File: config.mk
export PLATFORM = sky130hd
export DESIGN_NAME = ram_dp_param_flat
export DESIGN_NICKNAME = d
export VERILOG_FILES = /design/src/rtl/ram_dp_param_pkg.sv /design/src/rtl/ram_dp_param_if.sv /design/src/rtl/ram_dp_param_clear_ctrl.sv /design/src/rtl/ram_dp_param.sv /design/src/flat_wrapper.sv
export SDC_FILE = /design/constraint.sdc
export NUM_CORES = 1
export LEC_CHECK = 0
export ABC_AREA = 1
export ABC_CLOCK_PERIOD_IN_PS = 2200
export BUFFER_PORTS_ARGS = -buffer_cell sky130_fd_sc_hd__buf_2
export CAP_MARGIN = 0
export CORE_MARGIN = 10
export CORE_UTILIZATION = 50
export CTS_BUF_LIST = sky130_fd_sc_hd__clkbuf_4 sky130_fd_sc_hd__clkbuf_8 sky130_fd_sc_hd__clkbuf_16
export CTS_CLUSTER_DIAMETER = 30
export DETAILED_ROUTE_END_ITERATION = 16
export GPL_ROUTABILITY_DRIVEN = 0
export MAX_ROUTING_LAYER = met4
export PLACE_DENSITY_LB_ADDON = 0.08
export SYNTH_ARGS = -nofsm -noshare
export SYNTH_HDL_FRONTEND = slang
export SYNTH_SLANG_ARGS = --single-unit
File: constraint.sdc
create_clock -name clk -period 2.2 [get_ports clk]
set_input_delay 0.11 -clock clk [delete_from_list [all_inputs] [get_ports clk]]
set_output_delay 0.11 -clock clk [all_outputs]
set_load 0.01 [all_outputs]
File: src/rtl/ram_dp_param_pkg.sv
// Shared types, constants and helpers for the parametrised dual-port RAM
// and its post-reset clear sequencer.
package ram_pkg;

  typedef enum logic {
    CLEAR = 1'b0,
    READY = 1'b1
  } state_t;

  localparam int RDW_OLD = 0;
  localparam int RDW_NEW = 1;

  function automatic int nbytes(input int data_width, input int byte_width);
    return data_width / byte_width;
  endfunction

endpackage

File: src/rtl/ram_dp_param_if.sv
// Write/read port bundle of ram_dp_param; the RAM uses the slave view.
interface ram_dp_param_if #(
  parameter int DATA_WIDTH = 16,
  parameter int BYTE_WIDTH = 8,
  parameter int ADDR_WIDTH = 4
);
  localparam int NB = ram_pkg::nbytes(DATA_WIDTH, BYTE_WIDTH);

  logic                  wr_enb;
  logic [ADDR_WIDTH-1:0] wr_addr;
  logic [DATA_WIDTH-1:0] wr_data;
  logic [NB-1:0]         wr_be;
  logic                  rd_enb;
  logic [ADDR_WIDTH-1:0] rd_addr;
  logic [DATA_WIDTH-1:0] rd_data;
  logic                  rd_valid;
  logic                  init_done;
  logic                  access_drop;

  modport master (
    output wr_enb, wr_addr, wr_data, wr_be, rd_enb, rd_addr,
    input  rd_data, rd_valid, init_done, access_drop
  );

  modport slave (
    input  wr_enb, wr_addr, wr_data, wr_be, rd_enb, rd_addr,
    output rd_data, rd_valid, init_done, access_drop
  );

endinterface

File: src/rtl/ram_dp_param_clear_ctrl.sv
// Post-reset clear sequencer: walks every address once writing zero, then
// holds READY until the next reset.
//   state | meaning
//   CLEAR | zeroing ram[cnt_q], one word per cycle; user accesses refused
//   READY | memory cleared, normal read/write accepted
module ram_clear_ctrl
  import ram_pkg::*;
#(
  parameter int DEPTH      = 16,
  parameter int ADDR_WIDTH = 4
) (
  input  logic                  clk,
  input  logic                  rst,
  output logic                  clr_we,
  output logic [ADDR_WIDTH-1:0] clr_addr,
  output logic                  init_done
);

  localparam logic [ADDR_WIDTH-1:0] LastAddr = ADDR_WIDTH'(DEPTH - 1);

  state_t                state_q, state_d;
  logic [ADDR_WIDTH-1:0] cnt_q, cnt_d;

  always_ff @(posedge clk) begin
    if (rst) begin
      state_q <= CLEAR;
      cnt_q   <= '0;
    end else begin
      state_q <= state_d;
      cnt_q   <= cnt_d;
    end
  end

  always_comb begin
    state_d = state_q;
    cnt_d   = cnt_q;
    case (state_q)
      CLEAR: begin
        if (cnt_q == LastAddr) begin
          state_d = READY;
          cnt_d   = '0;
        end else begin
          cnt_d = cnt_q + 1'b1;
        end
      end
      READY:   state_d = READY;
      default: state_d = CLEAR;
    endcase
  end

  // No clearing while reset is held; the sweep starts on the first free cycle.
  always_comb begin
    clr_we    = (state_q == CLEAR) && !rst;
    clr_addr  = cnt_q;
    init_done = (state_q == READY);
  end

endmodule

File: src/rtl/ram_dp_param.sv
// Simple dual-port synchronous RAM with byte-lane writes, 1- or 2-cycle read
// latency, selectable read-during-write result and a sequenced post-reset clear.
module ram_dp_param
  import ram_pkg::*;
#(
  parameter int DATA_WIDTH = 16,
  parameter int BYTE_WIDTH = 8,
  parameter int ADDR_WIDTH = 4,
  parameter int DEPTH      = 2 ** ADDR_WIDTH,
  parameter int RD_LATENCY = 1,
  parameter int RDW_MODE   = RDW_OLD
) (
  input  logic          clk,
  input  logic          rst,
  ram_dp_param_if.slave bus
);

  localparam int                  NB     = nbytes(DATA_WIDTH, BYTE_WIDTH);
  localparam logic [ADDR_WIDTH:0] DepthW = (ADDR_WIDTH + 1)'(DEPTH);

  if (DATA_WIDTH % BYTE_WIDTH != 0) begin : g_chk_bw
    $error("ram_dp_param: DATA_WIDTH must be a multiple of BYTE_WIDTH");
  end
  if (RD_LATENCY != 1 && RD_LATENCY != 2) begin : g_chk_lat
    $error("ram_dp_param: RD_LATENCY must be 1 or 2");
  end
  if (DEPTH < 1 || DEPTH > 2 ** ADDR_WIDTH) begin : g_chk_depth
    $error("ram_dp_param: DEPTH must be in 1..2**ADDR_WIDTH");
  end
  if (RDW_MODE != RDW_OLD && RDW_MODE != RDW_NEW) begin : g_chk_rdw
    $error("ram_dp_param: RDW_MODE must be 0 or 1");
  end

  logic                  clr_we;
  logic [ADDR_WIDTH-1:0] clr_addr;
  logic                  init_done;

  ram_clear_ctrl #(
    .DEPTH      (DEPTH),
    .ADDR_WIDTH (ADDR_WIDTH)
  ) u_clear (
    .clk       (clk),
    .rst       (rst),
    .clr_we    (clr_we),
    .clr_addr  (clr_addr),
    .init_done (init_done)
  );

  logic [DATA_WIDTH-1:0] mem_q [DEPTH];

  logic                  accept, wr_in_range, rd_in_range, wr_go, rd_go;
  logic [DATA_WIDTH-1:0] wr_old, wr_merged, rd_word;

  always_comb begin
    accept      = init_done && !rst;
    wr_in_range = {1'b0, bus.wr_addr} < DepthW;
    rd_in_range = {1'b0, bus.rd_addr} < DepthW;
    wr_go       = accept && bus.wr_enb && wr_in_range;
    rd_go       = accept && bus.rd_enb;
    wr_old      = wr_in_range ? mem_q[bus.wr_addr] : '0;
    wr_merged   = wr_old;
    for (int k = 0; k < NB; k++) begin
      if (bus.wr_be[k]) wr_merged[k*BYTE_WIDTH +: BYTE_WIDTH] = bus.wr_data[k*BYTE_WIDTH +: BYTE_WIDTH];
    end
    // Out-of-range reads still complete, returning zero.
    rd_word = '0;
    if (rd_in_range) begin
      rd_word = mem_q[bus.rd_addr];
      if (RDW_MODE == RDW_NEW && wr_go && bus.wr_addr == bus.rd_addr) rd_word = wr_merged;
    end
  end

  always_ff @(posedge clk) begin
    if (clr_we) mem_q[clr_addr] <= '0;
    else if (wr_go) mem_q[bus.wr_addr] <= wr_merged;
  end

  logic                  drop_q, s1_valid_q;
  logic [DATA_WIDTH-1:0] s1_data_q;

  always_ff @(posedge clk) begin
    if (rst) begin
      drop_q     <= 1'b0;
      s1_valid_q <= 1'b0;
      s1_data_q  <= '0;
    end else begin
      drop_q     <= !init_done && (bus.wr_enb || bus.rd_enb);
      s1_valid_q <= rd_go;
      if (rd_go) s1_data_q <= rd_word;
    end
  end

  if (RD_LATENCY == 2) begin : g_lat2
    logic                  s2_valid_q;
    logic [DATA_WIDTH-1:0] s2_data_q;
    always_ff @(posedge clk) begin
      if (rst) begin
        s2_valid_q <= 1'b0;
        s2_data_q  <= '0;
      end else begin
        s2_valid_q <= s1_valid_q;
        if (s1_valid_q) s2_data_q <= s1_data_q;
      end
    end
    assign bus.rd_valid = s2_valid_q;
    assign bus.rd_data  = s2_data_q;
  end else begin : g_lat1
    assign bus.rd_valid = s1_valid_q;
    assign bus.rd_data  = s1_data_q;
  end

  assign bus.init_done   = init_done;
  assign bus.access_drop = drop_q;

endmodule

File: src/flat_wrapper.sv
// flat-port wrapper written by rule: the top's interface ports become plain ports
module ram_dp_param_flat import ram_pkg::*;
#(
  parameter int DATA_WIDTH = 16,
  parameter int BYTE_WIDTH = 8,
  parameter int ADDR_WIDTH = 4,
  parameter int DEPTH      = 2 ** ADDR_WIDTH,
  parameter int RD_LATENCY = 1,
  parameter int RDW_MODE   = RDW_OLD
)
  (clk, rst, bus_wr_enb, bus_wr_addr, bus_wr_data, bus_wr_be, bus_rd_enb, bus_rd_addr, bus_rd_data, bus_rd_valid, bus_init_done, bus_access_drop);
  ram_dp_param_if #(.DATA_WIDTH(DATA_WIDTH), .BYTE_WIDTH(BYTE_WIDTH), .ADDR_WIDTH(ADDR_WIDTH)) bus_i ();
  input  logic clk;
  input  logic rst;
  input wire logic [$bits(bus_i.wr_enb)-1:0] bus_wr_enb;
  input wire logic [$bits(bus_i.wr_addr)-1:0] bus_wr_addr;
  input wire logic [$bits(bus_i.wr_data)-1:0] bus_wr_data;
  input wire logic [$bits(bus_i.wr_be)-1:0] bus_wr_be;
  input wire logic [$bits(bus_i.rd_enb)-1:0] bus_rd_enb;
  input wire logic [$bits(bus_i.rd_addr)-1:0] bus_rd_addr;
  output wire logic [$bits(bus_i.rd_data)-1:0] bus_rd_data;
  output wire logic [$bits(bus_i.rd_valid)-1:0] bus_rd_valid;
  output wire logic [$bits(bus_i.init_done)-1:0] bus_init_done;
  output wire logic [$bits(bus_i.access_drop)-1:0] bus_access_drop;
  assign bus_i.wr_enb = bus_wr_enb;
  assign bus_i.wr_addr = bus_wr_addr;
  assign bus_i.wr_data = bus_wr_data;
  assign bus_i.wr_be = bus_wr_be;
  assign bus_i.rd_enb = bus_rd_enb;
  assign bus_i.rd_addr = bus_rd_addr;
  assign bus_rd_data = bus_i.rd_data;
  assign bus_rd_valid = bus_i.rd_valid;
  assign bus_init_done = bus_i.init_done;
  assign bus_access_drop = bus_i.access_drop;
  ram_dp_param #(.DATA_WIDTH(DATA_WIDTH), .BYTE_WIDTH(BYTE_WIDTH), .ADDR_WIDTH(ADDR_WIDTH), .DEPTH(DEPTH), .RD_LATENCY(RD_LATENCY), .RDW_MODE(RDW_MODE)) u_core (.clk(clk), .rst(rst), .bus(bus_i));
endmodule
Yosys cells after proc, flatten, opt, wreduce, memory -nomap -nowiden
Memories as Yosys holds them, arrays and structs flattened. A register that Yosys moved wholly into a read port is not among the register bits.
Cells that the tools add are included.

word-level totals
  logic and storage cells = 34
  register bits after elaboration = 7
  bits in writable memories = 256
  bits in latches = 0
  bits in read-only memories = 0
  memories kept = 1

memory list
  memory        words  width  read ports  clocked after memory_dff  wr ports  RTL line            source
  u_core.mem_q  16     16     1           1                         1         ram_dp_param.sv:49  logic [DATA_WIDTH-1:0] mem_q [DEPTH];

cells by class
  $mul = 0
  divide/modulo/power cells = 0
  mux-type cells = 13
  reductions and logical operators = 11
  bitwise logic cells = 1
  order comparisons = 0
  equality and inequality tests = 3
  add/sub/neg operators = 1
  shift operators = 0

operators by type and width
  operator                                      count
  two-way mux 16 bit                            1
  two-way mux 8 bit                             2
  OR reduction 16 bit                           1
  two-way mux 4 bit                             2
  two-way mux 1 bit                             6
  logical AND 1 bit                             5
  adder 4 x 1 -> 4 bit (second input constant)  1
  equality test 4 bit (second input constant)   1
  AND reduction 2 bit                           2
  logical NOT 1 bit                             2
  two-way mux 2 bit                             1
  != test 1 bit (second input constant)         2
  case mux 1 bit (2 select lines)               1
  logical OR 1 bit                              1
  NOT 1 bit                                     1

Logic depth before layout (Yosys ltp)
  depth in word-level cells = 9
  mapped depth = 11

Cells and area by module
From an unflattened synthesis, not the netlist that was laid out.

second synthesis, totals
  cells, all modules = 1246
  area total of the unflattened synthesis = 12172.9 µm²

modules (own cells, without submodules)
  module          times used  seq. area each (µm²)  cells each  area an instance (µm²)
  ram_dp_param    1           8047.7                1215        11947.7
  ram_clear_ctrl  1           100.1                 31          225.2

Worst setup path after synthesis
OpenSTA, ideal clock, no wires.

  path type = reg-to-reg
  start = register u_core.u_clear.state_q (netlist: u_core.u_clear.init_done)
  end = memory u_core.mem_q[12][10] (enable)
  library setup time = 370 ps
  stages on the path, launching flop included = 8
  period minus slack after synthesis = 1933 ps
  path buffers = 1
  setup slack = 267 ps
  arrival time = 1563 ps
  required time = 1830 ps
  cell sequence = dfxtp_1 nand4_1 nand2_2 buf_12 o21ai_4 nor2_4 nand2_1 nor2_1

on the way
  longest elaborated chain between the ends = 8
  elaborated cells on any way between the ends = 14
  those cells by class = mux (7); bitwise (1); reduce/logical (6)

ends and longest elaborated chain
  what                                                                            RTL line                       source
  start: declaration                                                              ram_dp_param_clear_ctrl.sv:21  state_t state_q, state_d;
  start signal: assignment                                                        ram_dp_param_clear_ctrl.sv:29  state_q <= state_d;
  logical AND 1 bit                                                               ram_dp_param.sv:55             accept = init_done && !rst;
  logical AND 1 bit                                                               ram_dp_param.sv:58             wr_go = accept && bus.wr_enb && wr_in_range;
  two-way mux 1 bit                                                               ram_dp_param.sv:75             else if (wr_go) mem_q[bus.wr_addr] <= wr_merged;
  two-way mux 1 bit                                                               ram_dp_param.sv:74             if (clr_we) mem_q[clr_addr] <= '0;
  two-way mux 1 bit (implied by the code)                                         ram_dp_param.sv:75
  AND reduction 2 bit (no source line)                                            --
  OR reduction 16 bit (no source line)                                            --
  two-way mux 4 bit (no source line) / two-way mux 2 bit (equally long branches)  --
  end: declaration                                                                ram_dp_param.sv:49

Parallel ways exist; a longest one is shown, timed or not.

Worst setup path after layout
  start = register u_core.u_clear.state_q (netlist: u_core.u_clear.init_done)
  end = memory u_core.mem_q[3][6] (enable)

Same word-level chain as after synthesis.

==> metrics.csv <==
stage,metric,value,unit
logic_synthesis,synth.avg_cell_area,9.87,um^2
clock_tree,cts.clk_slew.worst_paths,0.05,ns
timing,period_needed,1.99,ns
setup_path,worst_ep_required_time,2.43,ns
setup_path,cp_slowest_cell,dfxtp_1,
route,firstDrtPassIters,5,
timing,max_slew_margin,57.5,%
setup_path,crit_fanout,18,
final_layout,layout_common_cells,"nand2_1 (461), edfxtp_1 (256), nand3_1 (178)",
clock_tree,cts_max_level,2,
logic_synthesis,mappedNetlistNets,1269,
power_and_ir_drop,peakVddDrop,0.719,mV
setup_path,cpPeakStageDelay,0.43,ns
die,ioPinCount,49,
logic_synthesis,ys_warn_count,0,
final_layout,fillers,1983,
logic_synthesis,synth_area,12200,um^2
clock_tree,cts_tree,built,
final_layout,mostFrequentLayoutCell,nand2_1,
logic_synthesis,synth_seq_cells,279,
setup_path,cp-start-kind,flop,
clock_tree,clock-sinks,279,
global_routing,grt_max_degree,129,
timing,setup_violations,0,
setup_path,crit_family,simple AND/OR/NAND/NOR gates,
setup_path,cp_num_buf_inv,2,
setup_path,cp.arrival,2.22,ns
logic_synthesis,synth_cell_type_count,21,
route,vias_per_cell,5.03,
final_layout,layout-drive-gt1-share,16.1,%
power_and_ir_drop,p_leak,6.63,nW
timing,worst_slew_pin_slew,0.636,ns
final_layout,diodes,0,
power_and_ir_drop,p_total,13.8,mW
global_routing,track_usage,19.8,%
timing,rsz0062_at_grt,no,
run_status,status,finished clean,
route,drt_iter0_drc,782,
timing,fin_crit_sh,90.4,%
timing,slew_viol_final,0,
logic_synthesis,ys_seq_area_share,66.7,%
route,wl,29.8,mm
route,final_antenna_net_count,0,
clock_tree,root_buffer,clkbuf_16,
final_layout,synthToLayoutAreaGrowth,21.1,%
logic_synthesis,netlist.top_cell.by_area,edfxtp_1,
power_and_ir_drop,cellPowerDensity,932,nW/um^2
timing,hold_viol,0,
setup_path,criticalPathCategory,reg -> reg,
placed_design,io_buffers,48,
timing,fin_worst_skew,0.0153,ns
die,die_w,176,um
route,drc,0,
min_path,hold_path_class,in -> reg,
clock_tree,hold_buffers,3,
final_layout,nets,1376,
clock_tree,numCtsBuffers,49,
die,placementRows,57,
timing,fin_tns_setup,0,ns
die,die_h,176,um
logic_synthesis,postSynthCellCount,1238,
final_layout,final_core_util,61.2,%
die,core-area,24200,um^2
die,dieArea,31100,um^2
die,start_util,50.5,%
global_routing,grt_pass1_vias,8252,
job,maxCapViolCount,0,
clock_tree,cts_resized,0,
global_routing,antenna_found_initial,0,
setup_path,worstPathCellList,nand4_1 > nand2_2 > inv_2 > nand2_1 > nand2_2 > nor2_4 > nand2_1 > nor2_1 > buf_4,
global_routing,grt_pass1_wl,46.1,mm
clock_tree,clk_path_buf_depth,3,
clock_tree,insertion_delay,0.54,ns
placed_design,dp_hpwl,19.3,mm
global_routing,grt_overflow_total,0,
logic_synthesis,yosys-top-cells-area,"edfxtp_1 (63%), nand2_1 (14%), nand3_1 (7.3%)",
timing,max_freq,0.503,GHz
clock_tree,postCtsSetupBuffers,0,
route,wl_per_cell,17.4,um
setup_path,end_kind,flop,
logic_synthesis,synth_top_area_share,62.9,%
route,num_vias,8604,
==> worst register-to-register path, stage by stage (launching register included) <==
cell	delay [ns]
dfxtp_1	0.43
nand4_1	0.19
nand2_2	0.14
inv_2	0.14
nand2_1	0.11
nand2_2	0.09
nor2_4	0.13
nand2_1	0.09
nor2_1	0.15
buf_4	0.21
==> through the flow <==
step	setup WS [ns]	cell area, um^2	hold slack, ns	cells
finish	0.211	14800	0.127	1709
global route	0.0136	14800	0.141	1709
CTS	0.230	14800	0.0974	1709
detailed placement	0.247	13100	0.322	1615
global placement	0.325	13100	0.315	1615
floorplan	0.267	12200	0.179	1238
==> layer usage <==
| metal | global-route usage, % | wire (um) |
|---|---|---|
| met5 | - | 0 |
| met2 | 27.6 | 12800 |
| met1 | 28.7 | 14200 |
| met3 | 3.42 | 1950 |
| met4 | 6.75 | 809 |
==> Yosys cell counts <==
cell / instances
clkbuf_1: 15
nor2_2: 1
ha_1: 1
o21ai_4: 6
inv_2: 3
buf_1: 5
nand2_4: 1
nand3_1: 178
a21oi_1: 4
inv_1: 174
nand2_2: 4
nor2_4: 8
nor2_1: 51
buf_12: 1
buf_2: 38
o21ai_0: 4
a211oi_1: 1
edfxtp_1: 256
dfxtp_1: 23
nand4_1: 3
nand2_1: 461
==> where the power goes <==
part / internal [mW] / switching (mW) / total [mW]
clock: 4.82 / 2.57 / 7.39
combinational: 0.186 / 0.401 / 0.587
sequential: 5.78 / 0.0200 / 5.80
total: 10.8 / 3.00 / 13.8
==> kinds of logic (layout without fill, tap and decap cells) <==
kind of cell	count (synthesis)	count (layout)	share of synthesized area, %
adders and majority gates	1	1	0.102
DFF	279	279	66.7
AOI/OAI and AO/OA	15	15	1.19
and+or+nand+nor	707	707	24.3
buffers and inverters	236	383	7.77
==> sequential cells by signal, summed over array words and instances, names as in the netlist <==
register                  count
u_core.bus.access_drop        1
u_core.bus.rd_data           16
u_core.bus.rd_valid           1
u_core.mem_q                256
u_core.u_clear.clr_addr       4
u_core.u_clear.init_done      1
==> area by class of cell <==
class / count / area (um^2) / share of cell area [%]
Sequential cell: 279 / 8150 / 55.1
Multi-Input combinational cell: 723 / 3120 / 21.1
Clock buffer: 57 / 1290 / 8.69
Timing Repair Buffer: 115 / 803 / 5.43
Inverter: 177 / 667 / 4.51
Tap cell: 324 / 405 / 2.74
Clock inverter: 34 / 362 / 2.44
==> worst paths after layout <==
| kind | from | endpoint | slack [ns] | cells past startpoint |
|---|---|---|---|---|
| max | u_core.u_clear.init_done$_SDFF_PP0_ | u_core.mem_q[3][6]$_DFFE_PP_ | 0.21 | 9 |
| min | bus_wr_data[0] | u_core.mem_q[12][0]$_DFFE_PP_ | 0.13 | 4 |
| max reg2reg | u_core.u_clear.init_done$_SDFF_PP0_ | u_core.mem_q[3][6]$_DFFE_PP_ | 0.21 | 9 |
| min reg2reg | u_core.bus.rd_data[3]$_SDFFE_PP0P_ | u_core.bus.rd_data[3]$_SDFFE_PP0P_ | 0.53 | 4 |
No activity file was read; power rests on OpenSTA's default activity.
